==> config.mk <==
export PLATFORM = sky130hd
export DESIGN_NAME = div_unit
export DESIGN_NICKNAME = d
export VERILOG_FILES = /design/src/rtl/div_unit_pkg.sv /design/src/rtl/div_step.sv /design/src/rtl/div_unit.sv
export SDC_FILE = /design/constraint.sdc
export NUM_CORES = 1
export LEC_CHECK = 0
export ABC_AREA = 1
export BUFFER_PORTS_ARGS = -buffer_cell sky130_fd_sc_hd__buf_2
export CAP_MARGIN = 20
export CORE_UTILIZATION = 60
export DETAILED_ROUTE_END_ITERATION = 7
export GPL_TIMING_DRIVEN = 0
export PLACE_DENSITY_LB_ADDON = 0.1
export SLEW_MARGIN = 0
export SYNTH_ARGS = -nofsm -noshare
export SYNTH_HDL_FRONTEND = slang
export SYNTH_SLANG_ARGS = --single-unit
==> constraint.sdc <==
create_clock -name clk -period 4.88 [get_ports clk]
set_clock_uncertainty 0.05 [all_clocks]
set_input_delay 0.976 -clock clk [delete_from_list [all_inputs] [get_ports clk]]
set_output_delay 0.976 -clock clk [all_outputs]
set_load 0.1 [all_outputs]
==> src/rtl/div_unit_pkg.sv <==
// Shared constants for the iterative divider: FSM state codes, handshake levels
// and the default operand width.
package div_unit_pkg;

   localparam int DIV_DATA_W = 32;

   typedef enum logic [1:0] {
      DIV_FREE    = 2'b00,
      DIV_BY_ZERO = 2'b01,
      DIV_ON      = 2'b10,
      DIV_END     = 2'b11
   } div_state_e;

   localparam logic DIV_RESULT_READY     = 1'b1;
   localparam logic DIV_RESULT_NOT_READY = 1'b0;
   localparam logic DIV_START            = 1'b1;
   localparam logic DIV_STOP             = 1'b0;

endpackage

==> src/rtl/div_step.sv <==
// One restoring-division iteration: shift {rem,quo} left by one and subtract the
// divisor from the widened remainder when it fits.
module div_step #(
   parameter int W = 32
) (
   input  logic [W-1:0] rem_i,
   input  logic [W-1:0] quo_i,
   input  logic [W-1:0] divisor_i,
   output logic [W-1:0] rem_nxt,
   output logic [W-1:0] quo_nxt
);

   logic [W:0]   shifted;
   logic [W-1:0] diff;

   assign shifted = {rem_i, quo_i[W-1]};
   // rem_i < divisor_i, so a successful subtract always fits back into W bits.
   assign diff    = shifted[W-1:0] - divisor_i;

   always_comb begin
      rem_nxt = shifted[W-1:0];
      quo_nxt = {quo_i[W-2:0], 1'b0};
      if (shifted >= {1'b0, divisor_i}) begin
         rem_nxt = diff;
         quo_nxt = {quo_i[W-2:0], 1'b1};
      end
   end

endmodule

==> src/rtl/div_unit.sv <==
// Iterative restoring divider for DIV/DIVU: one quotient bit per cycle on
// magnitudes, sign fixup on entry to END, result held while start_i stays high.
module div_unit
   import div_unit_pkg::*;
#(
   parameter int DATA_W = DIV_DATA_W
) (
   input  logic                  clk,
   input  logic                  rst_n,
   input  logic                  signed_div_i,
   input  logic [DATA_W-1:0]     opdata1_i,
   input  logic [DATA_W-1:0]     opdata2_i,
   input  logic                  start_i,
   input  logic                  annul_i,
   output logic [2*DATA_W-1:0]   result_o,
   output logic                  ready_o
);

   localparam int CNT_W = $clog2(DATA_W) + 1;

   div_state_e          state_q, state_d;
   logic [CNT_W-1:0]    cnt_q, cnt_d;
   logic [DATA_W-1:0]   rem_q, rem_d;
   logic [DATA_W-1:0]   quo_q, quo_d;
   logic [DATA_W-1:0]   dvs_q, dvs_d;
   logic                neg_quo_q, neg_quo_d;
   logic                neg_rem_q, neg_rem_d;
   logic                ready_d;
   logic [2*DATA_W-1:0] result_d;
   logic [DATA_W-1:0]   step_rem, step_quo;
   logic                op1_neg, op2_neg;

   div_step #(.W(DATA_W)) u_step (
      .rem_i     (rem_q),
      .quo_i     (quo_q),
      .divisor_i (dvs_q),
      .rem_nxt   (step_rem),
      .quo_nxt   (step_quo)
   );

   assign op1_neg = signed_div_i & opdata1_i[DATA_W-1];
   assign op2_neg = signed_div_i & opdata2_i[DATA_W-1];

   always_ff @(posedge clk or negedge rst_n) begin
      if (!rst_n) begin
         state_q   <= DIV_FREE;
         cnt_q     <= '0;
         rem_q     <= '0;
         quo_q     <= '0;
         dvs_q     <= '0;
         neg_quo_q <= 1'b0;
         neg_rem_q <= 1'b0;
         ready_o   <= DIV_RESULT_NOT_READY;
         result_o  <= '0;
      end else begin
         state_q   <= state_d;
         cnt_q     <= cnt_d;
         rem_q     <= rem_d;
         quo_q     <= quo_d;
         dvs_q     <= dvs_d;
         neg_quo_q <= neg_quo_d;
         neg_rem_q <= neg_rem_d;
         ready_o   <= ready_d;
         result_o  <= result_d;
      end
   end

   always_comb begin
      state_d   = state_q;
      cnt_d     = cnt_q;
      rem_d     = rem_q;
      quo_d     = quo_q;
      dvs_d     = dvs_q;
      neg_quo_d = neg_quo_q;
      neg_rem_d = neg_rem_q;
      case (state_q)
         DIV_FREE: begin
            if (start_i == DIV_START && !annul_i) begin
               if (opdata2_i == '0) begin
                  state_d = DIV_BY_ZERO;
               end else begin
                  state_d   = DIV_ON;
                  cnt_d     = '0;
                  rem_d     = '0;
                  quo_d     = op1_neg ? -opdata1_i : opdata1_i;
                  dvs_d     = op2_neg ? -opdata2_i : opdata2_i;
                  neg_quo_d = op1_neg ^ op2_neg;
                  neg_rem_d = op1_neg;
               end
            end
         end
         DIV_BY_ZERO: begin
            state_d = DIV_END;
            rem_d   = '0;
            quo_d   = '0;
         end
         DIV_ON: begin
            if (annul_i) begin
               state_d = DIV_FREE;
            end else begin
               rem_d = step_rem;
               quo_d = step_quo;
               cnt_d = cnt_q + CNT_W'(1);
               // Last step: store the signed result so END only has to present it.
               if (cnt_q == CNT_W'(DATA_W - 1)) begin
                  state_d = DIV_END;
                  quo_d   = neg_quo_q ? -step_quo : step_quo;
                  rem_d   = neg_rem_q ? -step_rem : step_rem;
               end
            end
         end
         DIV_END: begin
            // Leave only after the result has been shown for at least one cycle.
            if (start_i == DIV_STOP && ready_o == DIV_RESULT_READY)
               state_d = DIV_FREE;
         end
         default: state_d = DIV_FREE;
      endcase
   end

   always_comb begin
      ready_d  = (state_q == DIV_END) && (state_d == DIV_END);
      result_d = ready_d ? {rem_q, quo_q} : '0;
   end

endmodule
# After elaboration in Yosys (flattened, before gate mapping)
# Index checks and enable logic that the tools add are counted.
# word_totals
regBits	171
input_bits	69
wordCells	67
# classes
n_addsub	6
magnitude_cmp	1
n_eq_ne	8
muxes	27
bitwise_logic	5
n_reduce_logical	11
# ops
cell	count
two-way mux 32 bit	13
case mux 32 bit (3 select lines)	2
negator 32 bit	4
two-way mux 64 bit	1
greater-or-equal comparator 33 x 32 -> 1 bit	1
logical NOT 32 bit	1
subtractor 32 bit	1
two-way mux 6 bit	3
case mux 6 bit (2 select lines)	1
two-way mux 2 bit	5
case mux 2 bit (4 select lines)	1
AND reduction 4 bit	2
adder 6 x 1 -> 6 bit (second input constant)	1
equality test 2 bit (second input constant)	3
equality test 6 x 5 -> 1 bit (second input constant)	1
inequality test 2 bit (second input constant)	3
logical AND 1 bit	3
AND reduction 3 bit	1
nonzero test 3 bit	1
AND 1 bit	2
equality test 2 x 1 -> 1 bit (second input constant)	1
logical NOT 2 bit	1
NOT 1 bit	2
nonzero test 2 bit	1
3 further kinds	3

# Longest topological paths before layout
# Gate-level depths: netlist (run 1).
# depth
word_depth	7
depth_mapped	27

# By module
# Synthesis (run 1) repeated with hierarchy kept, for this count alone.
# hier_totals
hier_cells	2137
area_unflattened_um2	13879.6
# modules_own_cells
module	n_inst	cells_each	area_per_inst_um2
div_unit	1	1459	10486.3
div_step	1	678	3393.3

# Worst setup path after synthesis (run 1)
# No wires, ideal clock.
# synth_timing
kind	reg2reg
from	reg rem_q[19]
to	reg quo_q[26]
arrival_ns	3.319
required_ns	4.753
slack_ns	1.434
path_stages_with_launch	25
path_buffers	1
synth_period_minus_slack_ns	3.446
path_cell_list	dfrtp_1 > ha_1 > a21oi_1 > nand2_1 > nand2_1 > nand2_1 > nand2_1 > nand2_2 > a21oi_4 > nand2_4 > inv_2 > buf_4 > ha_1 > nand4_1 > nor2_1 > nand4_1 > o21ai_0 > o21ai_0 > inv_1 > o21ai_0 > a21oi_1 > o21ai_0 > nand2_1 > nand2_1 > o21ai_1
# synth_via
elab_chain_len	7
# synth_lines
element	line_no	source
from (decl)	div_unit.sv:23	logic [DATA_W-1:0] rem_q, rem_d;
from (signal assigned)	div_unit.sv:58	rem_q <= rem_d;
greater-or-equal comparator 33 x 32 -> 1 bit	div_step.sv:23	if (shifted >= {1'b0, divisor_i}) begin
two-way mux 1 bit	div_step.sv:23	
negator 32 bit	div_unit.sv:107	quo_d = neg_quo_q ? -step_quo : step_quo;
two-way mux 32 bit	div_unit.sv:107	
two-way mux 32 bit	div_unit.sv:105	if (cnt_q == CNT_W'(DATA_W - 1)) begin
two-way mux 32 bit	div_unit.sv:98	if (annul_i) begin
case mux 32 bit (3 select lines)	div_unit.sv:76	case (state_q)
to (signal assigned)	div_unit.sv:59	quo_q <= quo_d;
to (decl)	div_unit.sv:24	logic [DATA_W-1:0] quo_q, quo_d;
# Every way passes these cells. The select of a mux whose other input is x is not followed.
# A chain may end at the register's enable or synchronous reset.

# Worst setup path in the final report (run 1)
# Same ends and word-level chain as after synthesis.

==> summary.md, run 1 <==
| Metric | Value |
|---|---|
| Slew Limit Fails | 0 |
| Cells along the critical path | ha_1, a21oi_1, nand2_1, nand2_1, nand2_1, nand2_1, nand2_2, a21oi_4, nand2_4, inv_2, buf_4, ha_1, nand4_1, nor2_1, nand4_1, o21ai_1, o21ai_0, inv_1, o21ai_0, a21oi_1, o21ai_0, nand2_1, nand2_1, o21ai_1 |
| CTS sink cnt | 171 |
| Crit path buf inv count | 3 |
| Placer Congestion | between 0.9 and 1 |
| Ranking of synthesized cells by area | dfrtp_1, nand2_1, inv_1 |
| Clock share of power | between 10% and 20% |
| H-Tree Depth | 4 |
| Crit path time final | between 4 and 5 ns |
| Post-synth EDFFs | 0 |
| Global route total overflow | 0 |
| Post-CTS setup buffers | 0 |
| Critical path launch point | rem_q[19]$_DFFE_PN0P_ |
| Fraction of registers with async set/reset | 100% |
| Largest net degree at the start of global routing | between 100 and 150 |
| Status | completed |
| Crit path max fanout | 10 |
| Yosys cell types | 53 |
| Gate power share | between 60% and 70% |
| CTS tree | yes |
| CP endpoint | quo_q[26]$_DFFE_PN0P_ |
| CP Launch Type | flop |
| Area share of the largest cell type after synthesis | roughly a third |
| Multi-input logic area | 6980 sq um |
| Nets | 2148 |
| CP arrival | 4.86 ns |
| Iteration-0 DRC Markers | ~1100 |
| Ys Warns | 0 |
| Sequential Power Share | around a fifth |
| Top cell by count, worst path | nand2_1 |
| Top-level port count | ~130 |
| Final setup viols | 0 |
| Post-synthesis sequential area ratio | between 30% and 40% |
| Max-slew headroom | about 32% |
| Total number of vias | about 13000 |
| Cell family with most CP delay | compound AO/OA/AOI/OAI gates |
| WP depth | 24 |
| CTS buffer count | 17 |
| Fmax | 0.220 GHz |
| Final Hold Fails | 0 |
| Drt wl/cell | about 17 microns |
| Die Y | 146 microns |
| Crit path largest cell delay | approximately 0.45 ns |
| # hold bufs at CTS | 0 |
| Layout cells sized above 1 | around an eighth |
| Biggest area consumer among synthesized cells | dfrtp_1 |
| RSZ-0062 raised after global routing | no |
| Layout area overhead | 13.1% |
| Starting density of the core | approximately three fifths |
| Vias in the first global route | 13000 |
| Routed WL | around 40000 microns |
| Psw | 5600 uW |
| DP HPWL | about 32000 microns |
| Min-Delay Path Class | in -> async |
| DIE AREA | 21400 sq um |
| Row count | 52 |
| Layout filler cell count | about 1800 |
| Initial antenna violation count | 7 |
| 1st-pass router iterations | 8 |
| Reg2reg start | rem_q[19]$_DFFE_PN0P_ |
| Critical path's slowest cell | dfrtp_1 |
| CP required | ~5.2 ns |
| First-pass GRT wire length | 63900 microns |
| Core region area | 20400 sq um |
| Period utilization | 93.0% |
| GRT Total Usage | 38.2% |
| Worst Tran Pin Value | around 1.0 ns |
| Post-route ant nets | 0 |
| Setup TNS | 0 ns |
| Root Buffer Master | clkbuf_16 |
| Synthesized area | around 13000 sq um |
| Max-cap violations | 0 |
| Syn Area/Cell | approximately 6.6 sq um |
| FF+latch area | between 4000 and 5000 sq um |
| Max Buffers Root-to-Sink | 2 |
| Net Sw Frac | between 50% and 60% |
| PD cells | slightly above 700 nW/um^2 |
| Die W | roughly 150 microns |
| Ys flop type | dfrtp_1 |
| Post-Synthesis Cells | about 1900 |
| Reg2reg end | quo_q[26]$_DFFE_PN0P_ |
| Peak VDD IR | around 0.00032 V |
| FF-to-FF setup slack | approximately 0.34 ns |
| I/O Buffers | 133 |
| Final Cell Area | 14200 sq um |
| Worst-path clk slew | 0.07 ns |
| Placed cell areas | about 14000 sq um |
| Crit end category | flop |
| Via density | approximately 5.6 |
| Crit path kind | reg -> reg |
| R2r worst-path depth | 24 |
| Clk Latency, worst-skew pair | ~0.44 ns |
| Static leakage | approximately 0.0075 uW |
| Syn_nets | 1995 |
| Pint | 4620 uW |
| # DRC | 0 |
| FF+latch count, synth | approximately 170 |
how the worst min path moves through the flow:
stage | to | cells after the start
after floorplan | dvs_q[10]$_DFFE_PN0P_ | 2
after global placement | dvs_q[16]$_DFFE_PN0P_ | 2
after detailed placement | dvs_q[21]$_DFFE_PN0P_ | 2
after CTS | dvs_q[15]$_DFFE_PN0P_ | 2
after global routing | result_o[29]$_DFF_PN0_ | 1
final | result_o[29]$_DFF_PN0_ | 1
logic make-up (layout without fill, tap and decap cells):
family / Yosys count / count (layout) / share of synthesized area [%]
DFF: 171 / 171 / 34.2
other: 0 / 6 / 0
and+or+nand+nor: 986 / 986 / 33.9
adders and majority gates: 43 / 43 / 4.36
buffers and inverters: 320 / 486 / 10.1
AOI/OAI and AO/OA: 306 / 306 / 13.5
xor gates and xnor gates: 57 / 57 / 3.99
metrics by stage:
stage / power [uW] / hold slack [ns] / cells / utilization, % / setup slack [ns]
3_5_place_dp: 8680 / 0.424 / 2287 / 66.6 / 0.178
4_1_cts: 10100 / 0.440 / 2319 / 69.4 / 0.351
2_1_floorplan: 6960 / 0.403 / 1883 / - / 1.43
5_1_grt: 11100 / 0.459 / 2322 / 69.5 / 0.117
6_report: 10200 / 0.425 / 2325 / 69.5 / 0.343
3_3_place_gp: 8540 / 0.416 / 2286 / 66.4 / 0.180
power by group through the flow:
stage	Sequential, uW	Combinational, uW	Clock (uW)
3_5_place_dp	2160	6520	0
2_1_floorplan	2030	4930	0
4_1_cts	2140	6560	1380
3_3_place_gp	2150	6390	0
5_1_grt	2200	7440	1440
6_report	2160	6680	1380
area by class of cell:
type	instances	area share (%)
tap	270	2.39
sequential	171	30.2
inverter	272	7.21
clock inverter	12	0.866
clock buffer	20	3.23
timing repair buffer	134	4.97
antenna	6	0.106
buffer	48	1.71
multi-input combinational	1392	49.3
registers in the layout, summed over array words and instances, names as in the netlist:
| name | cells |
|---|---|
| cnt_q | 6 |
| dvs_q | 32 |
| neg_quo_q | 1 |
| neg_rem_q | 1 |
| quo_q | 32 |
| ready_o | 1 |
| rem_q | 32 |
| result_o | 64 |
| state_q | 2 |
metal layers:
| layer | up-vias | part of all wire, % | GRT usage (%) |
|---|---|---|---|
| met4 | 4 | 5.5 | 21.7 |
| met5 | - | 0.067 | 0 |
| met1 | 6052 | 39 | 44.6 |
| li1 | 6355 | - | - |
| met2 | 541 | 48 | 65.3 |
| met3 | 151 | 7.3 | 7.84 |
synthesized netlist by cell type (5+ instances only):
library cell and n:
nor2_1 231, nand3_2 6, nor4_1 9, xnor2_1 11
nand3_1 141, inv_2 9, ha_1 42, nand4_1 22
inv_1 260, nor3_1 29, dfrtp_1 171, a22oi_1 5
nand2_2 27, o21ai_1 21, o21bai_1 8, a21oi_1 81
clkbuf_1 34, o22ai_1 14, nor2_4 5, xor2_1 46
o21ai_2 6, or2_2 8, nand2_1 482, nor2_2 15
a31oi_1 9, o21ai_0 142
layout by cell type, fill, tap and decap left out, types with 4 or more instances in the layout:
master	Yosys	layout
a21oi_1	81	81
a22oi_1	5	5
a31oi_1	9	9
buf_2	3	135
buf_4	4	4
clkbuf_1	34	35
clkbuf_16	0	17
dfrtp_1	171	171
diode_2	0	6
ha_1	42	42
inv_1	260	260
inv_2	9	9
inv_6	0	5
nand2_1	482	482
nand2_2	27	27
nand3_1	141	141
nand3_2	6	6
nand3b_1	4	4
nand4_1	22	22
nor2_1	231	231
nor2_2	15	15
nor2_4	5	5
nor3_1	29	29
nor4_1	9	9
o21ai_0	142	141
o21ai_1	21	22
o21ai_2	6	6
o21bai_1	8	8
o22ai_1	14	14
or2_2	8	8
xnor2_1	11	11
xor2_1	46	46
what timing repair did:
item | 4_1_cts | 5_1_grt
gates resized for setup | 0 | 1
hold endpoints to repair | 0 | 0
setup endpoints to repair | 0 | 2
Power figures use the tool's default switching activity.
==> run 2, diff against run 1 <==
Settings changed: GPL_TIMING_DRIVEN 0 to 1.
==> run 2 against run 1 <==
Global-route usage is 1.5 points lower. Via count is 1.9% lower. Flip-flop and latch count is the same. Combinational power is 0.6% higher. Critical endpoint unchanged. Cell area shrank 0.56%. Power shrank 0.30%. Clock power about the same. First-iteration DRC count rose by 0.47%. Routed wire length decreased by 3.5%. Critical path depth is 1 lower. Highest routed layer unchanged.
==> summary.md, run 2 (synthesized netlist as in run 1, its figures left out) <==
| Metric | Value |
|---|---|
| RSZ-0062 raised after global routing | no (unchanged) |
| R2r worst-path depth | 23 (was 24) |
| Root Buffer Master | clkbuf_16 (unchanged) |
| # DRC | 0 (unchanged) |
| Via density | 5.61 (was 5.64) |
| 1st-pass router iterations | 5 (was 8) |
| Die W | 146 microns (unchanged) |
| Commonest non-fill, non-tap cell in the layout | nand2_1 (unchanged) |
| PD cells | 724 nW/um^2 (was 723 nW/um^2) |
| Cells along the critical path | ha_1, nand2_1, nand2_1, nand2_1, nand2_1, a21oi_1, nand2_2, a21oi_4, nand2_4, inv_2, ha_1, nand4_1, nor2_1, nand4_1, o21ai_0, o21ai_0, inv_1, o21ai_0, a21oi_1, o21ai_0, nand2_1, nand2_1, o21ai_1 (was ha_1, a21oi_1, nand2_1, nand2_1, nand2_1, nand2_1, nand2_2, a21oi_4, nand2_4, inv_2, buf_4, ha_1, nand4_1, nor2_1, nand4_1, o21ai_1, o21ai_0, inv_1, o21ai_0, a21oi_1, o21ai_0, nand2_1, nand2_1, o21ai_1) |
| Total number of vias | 12900 (was 13100) |
| FF-to-FF setup slack | 0.64 ns (was 0.34 ns) |
| Post-CTS Resized | 0 (unchanged) |
| Initial antenna violation count | 4 (was 7) |
| Period utilization | 86.9% (was 93.0%) |
| CP arrival | 4.57 ns (was 4.86 ns) |
| Crit path time final | 4.24 ns (was 4.54 ns) |
| Max-slew headroom | 21.7% (was 32.3%) |
| Top-level port count | 134 (unchanged) |
| Reg2reg end | quo_q[26]$_DFFE_PN0P_ (unchanged) |
| Max Buffers Root-to-Sink | 2 (unchanged) |
| Placer Congestion | 0.998 (was 0.975) |
| Crit path max fanout | 16 (was 10) |
| Iteration-0 DRC Markers | 1061 (was 1056) |
| DIE AREA | 21400 sq um (unchanged) |
| Die Y | 146 microns (unchanged) |
| Clk Latency, worst-skew pair | 0.45 ns (was 0.44 ns) |
| I/O Buffers | 133 (unchanged) |
| CTS sink cnt | 171 (unchanged) |
| GRT Total Usage | 36.7% (was 38.2%) |
| CTS buffer count | 17 (unchanged) |
| Peak VDD IR | 0.000279 V (was 0.000319 V) |
| Layout filler cell count | 1756 (was 1807) |
| Final setup viols | 0 (unchanged) |
| DP HPWL | 29500 microns (was 31600 microns) |
| Min-Delay Path Class | in -> async (unchanged) |
| Max-cap violations | 0 (unchanged) |
| Setup TNS | 0 ns (unchanged) |
| H-Tree Depth | 4 (unchanged) |
| Critical path launch point | rem_q[25]$_DFFE_PN0P_ (was rem_q[19]$_DFFE_PN0P_) |
| Nets | 2117 (was 2148) |
| # hold bufs at CTS | 0 (unchanged) |
| First-pass GRT wire length | 61400 microns (was 63900 microns) |
| Drt wl/cell | 16.8 microns (was 17.2 microns) |
| Routed WL | 38600 microns (was 40000 microns) |
| CP required | 5.21 ns (was 5.20 ns) |
| FF+latch area | 4280 sq um (unchanged) |
| Final Hold Fails | 0 (unchanged) |
| Fmax | 0.236 GHz (was 0.220 GHz) |
| Reg2reg start | rem_q[25]$_DFFE_PN0P_ (was rem_q[19]$_DFFE_PN0P_) |
| Core region area | 20400 sq um (unchanged) |
| Crit end category | flop (unchanged) |
| Crit path kind | reg -> reg (unchanged) |
| Largest net degree at the start of global routing | 113 (was 105) |
| Worst Tran Pin Value | 1.17 ns (was 1.02 ns) |
| Post-CTS setup buffers | 0 (unchanged) |
| Critical path's slowest cell | a21oi_4 (was dfrtp_1) |
| Static leakage | 0.00750 uW (was 0.00753 uW) |
| Post-route ant nets | 0 (unchanged) |
| Layout area overhead | 12.4% (was 13.1%) |
| Total power | 10200 uW (about the same) |
| Row count | 52 (unchanged) |
| Global route total overflow | 0 (unchanged) |
| Max reg flops | 64 (unchanged) |
| Top reg by flops | result_o (unchanged) |
| Top cell by count, worst path | nand2_1 (unchanged) |
| Starting density of the core | 61.5% (unchanged) |
| CTS tree | yes (unchanged) |
| Slew Limit Fails | 0 (unchanged) |
| CP Launch Type | flop (unchanged) |
| Most frequent cells in the layout | nand2_1, inv_1, nor2_1, dfrtp_1, o21ai_0 (was nand2_1, inv_1, nor2_1, dfrtp_1) |
| Multi-input logic area | 6990 sq um (was 6980 sq um) |
| Vias in the first global route | 12100 (was 13000) |
| Layout cells sized above 1 | 13.3% (was 12.6%) |
| Worst-path clk slew | 0.08 ns (was 0.07 ns) |
| Crit path largest cell delay | 0.54 ns (was 0.45 ns) |
| Status | completed (unchanged) |
-- run 2: cell count changes in the layout (fill, tap and decap cells not counted), sizes merged --
| cell | previous run | this run |
|---|---|---|
| clkbuf | 54 | 18 |
| buf | 148 | 151 |
| clkinv | 6 | 8 |
| clkinvlp | 1 | 3 |
| diode | 6 | 4 |
| bufinv | 1 | 0 |
| inv | 276 | 275 |
-- run 2: worst max-delay path by stage --
stage / end / slack (ns) / cells past startpoint
3_3_place_gp: quo_q[26]$_DFFE_PN0P_ / 0.87 / 23
2_1_floorplan: quo_q[26]$_DFFE_PN0P_ / 1.43 / 24
3_5_place_dp: quo_q[26]$_DFFE_PN0P_ / 0.73 / 23
6_report: quo_q[26]$_DFFE_PN0P_ / 0.64 / 23
5_1_grt: quo_q[26]$_DFFE_PN0P_ / 0.31 / 23
4_1_cts: quo_q[26]$_DFFE_PN0P_ / 0.71 / 23
-- run 2: metrics by stage --
step                instance area (sq um)  util (%)  cells  setup slack (ns)  hold slack, ns
global route                        14100      69.1   2289             0.314           0.332
finish                              14100      69.1   2292             0.641           0.327
CTS                                 14000      68.9   2287             0.712           0.440
global placement                    13400      66.0   2255             0.867           0.417
floorplan                           12500         -   1883              1.43           0.403
detailed placement                  13400      66.0   2255             0.729           0.422
-- run 2: power breakdown --
| part | total [uW] | switching, uW | internal [uW] | leakage, uW |
|---|---|---|---|---|
| clock network | 1370 | 669 | 698 | 0.000281 |
| registers | 2110 | 313 | 1800 | 0.00227 |
| logic | 6720 | 4710 | 2000 | 0.00495 |
| total | 10200 | 5700 | 4500 | 0.00750 |
-- run 2: area by class of cell --
| cell class | instances | area share, % |
|---|---|---|
| flip-flops and latches | 171 | 30.4 |
| diodes | 4 | 0.0711 |
| clock inverters | 14 | 1.09 |
| clock buffers | 18 | 3.12 |
| multi-input cells | 1392 | 49.7 |
| repair buffers | 151 | 5.97 |
| well taps | 270 | 2.40 |
| inverters | 272 | 7.25 |
-- run 2: per-layer routing --
layer	GRT usage (%)	part of all wire [%]	vias up
li1	-	-	6297
met1	49.1	44	5940
met2	59.5	47	531
met3	6.69	6.8	78
met4	13.2	2.6	4
met5	0	0.060	-
-- run 2: worst max-delay path: cells and delay by family (launching register included) --
family          cells  cell delay (ns)
compound gates      8             1.77
simple gates       11             1.15
fa+ha+maj           2             0.61
flops               1             0.40
buf+inv             2             0.19
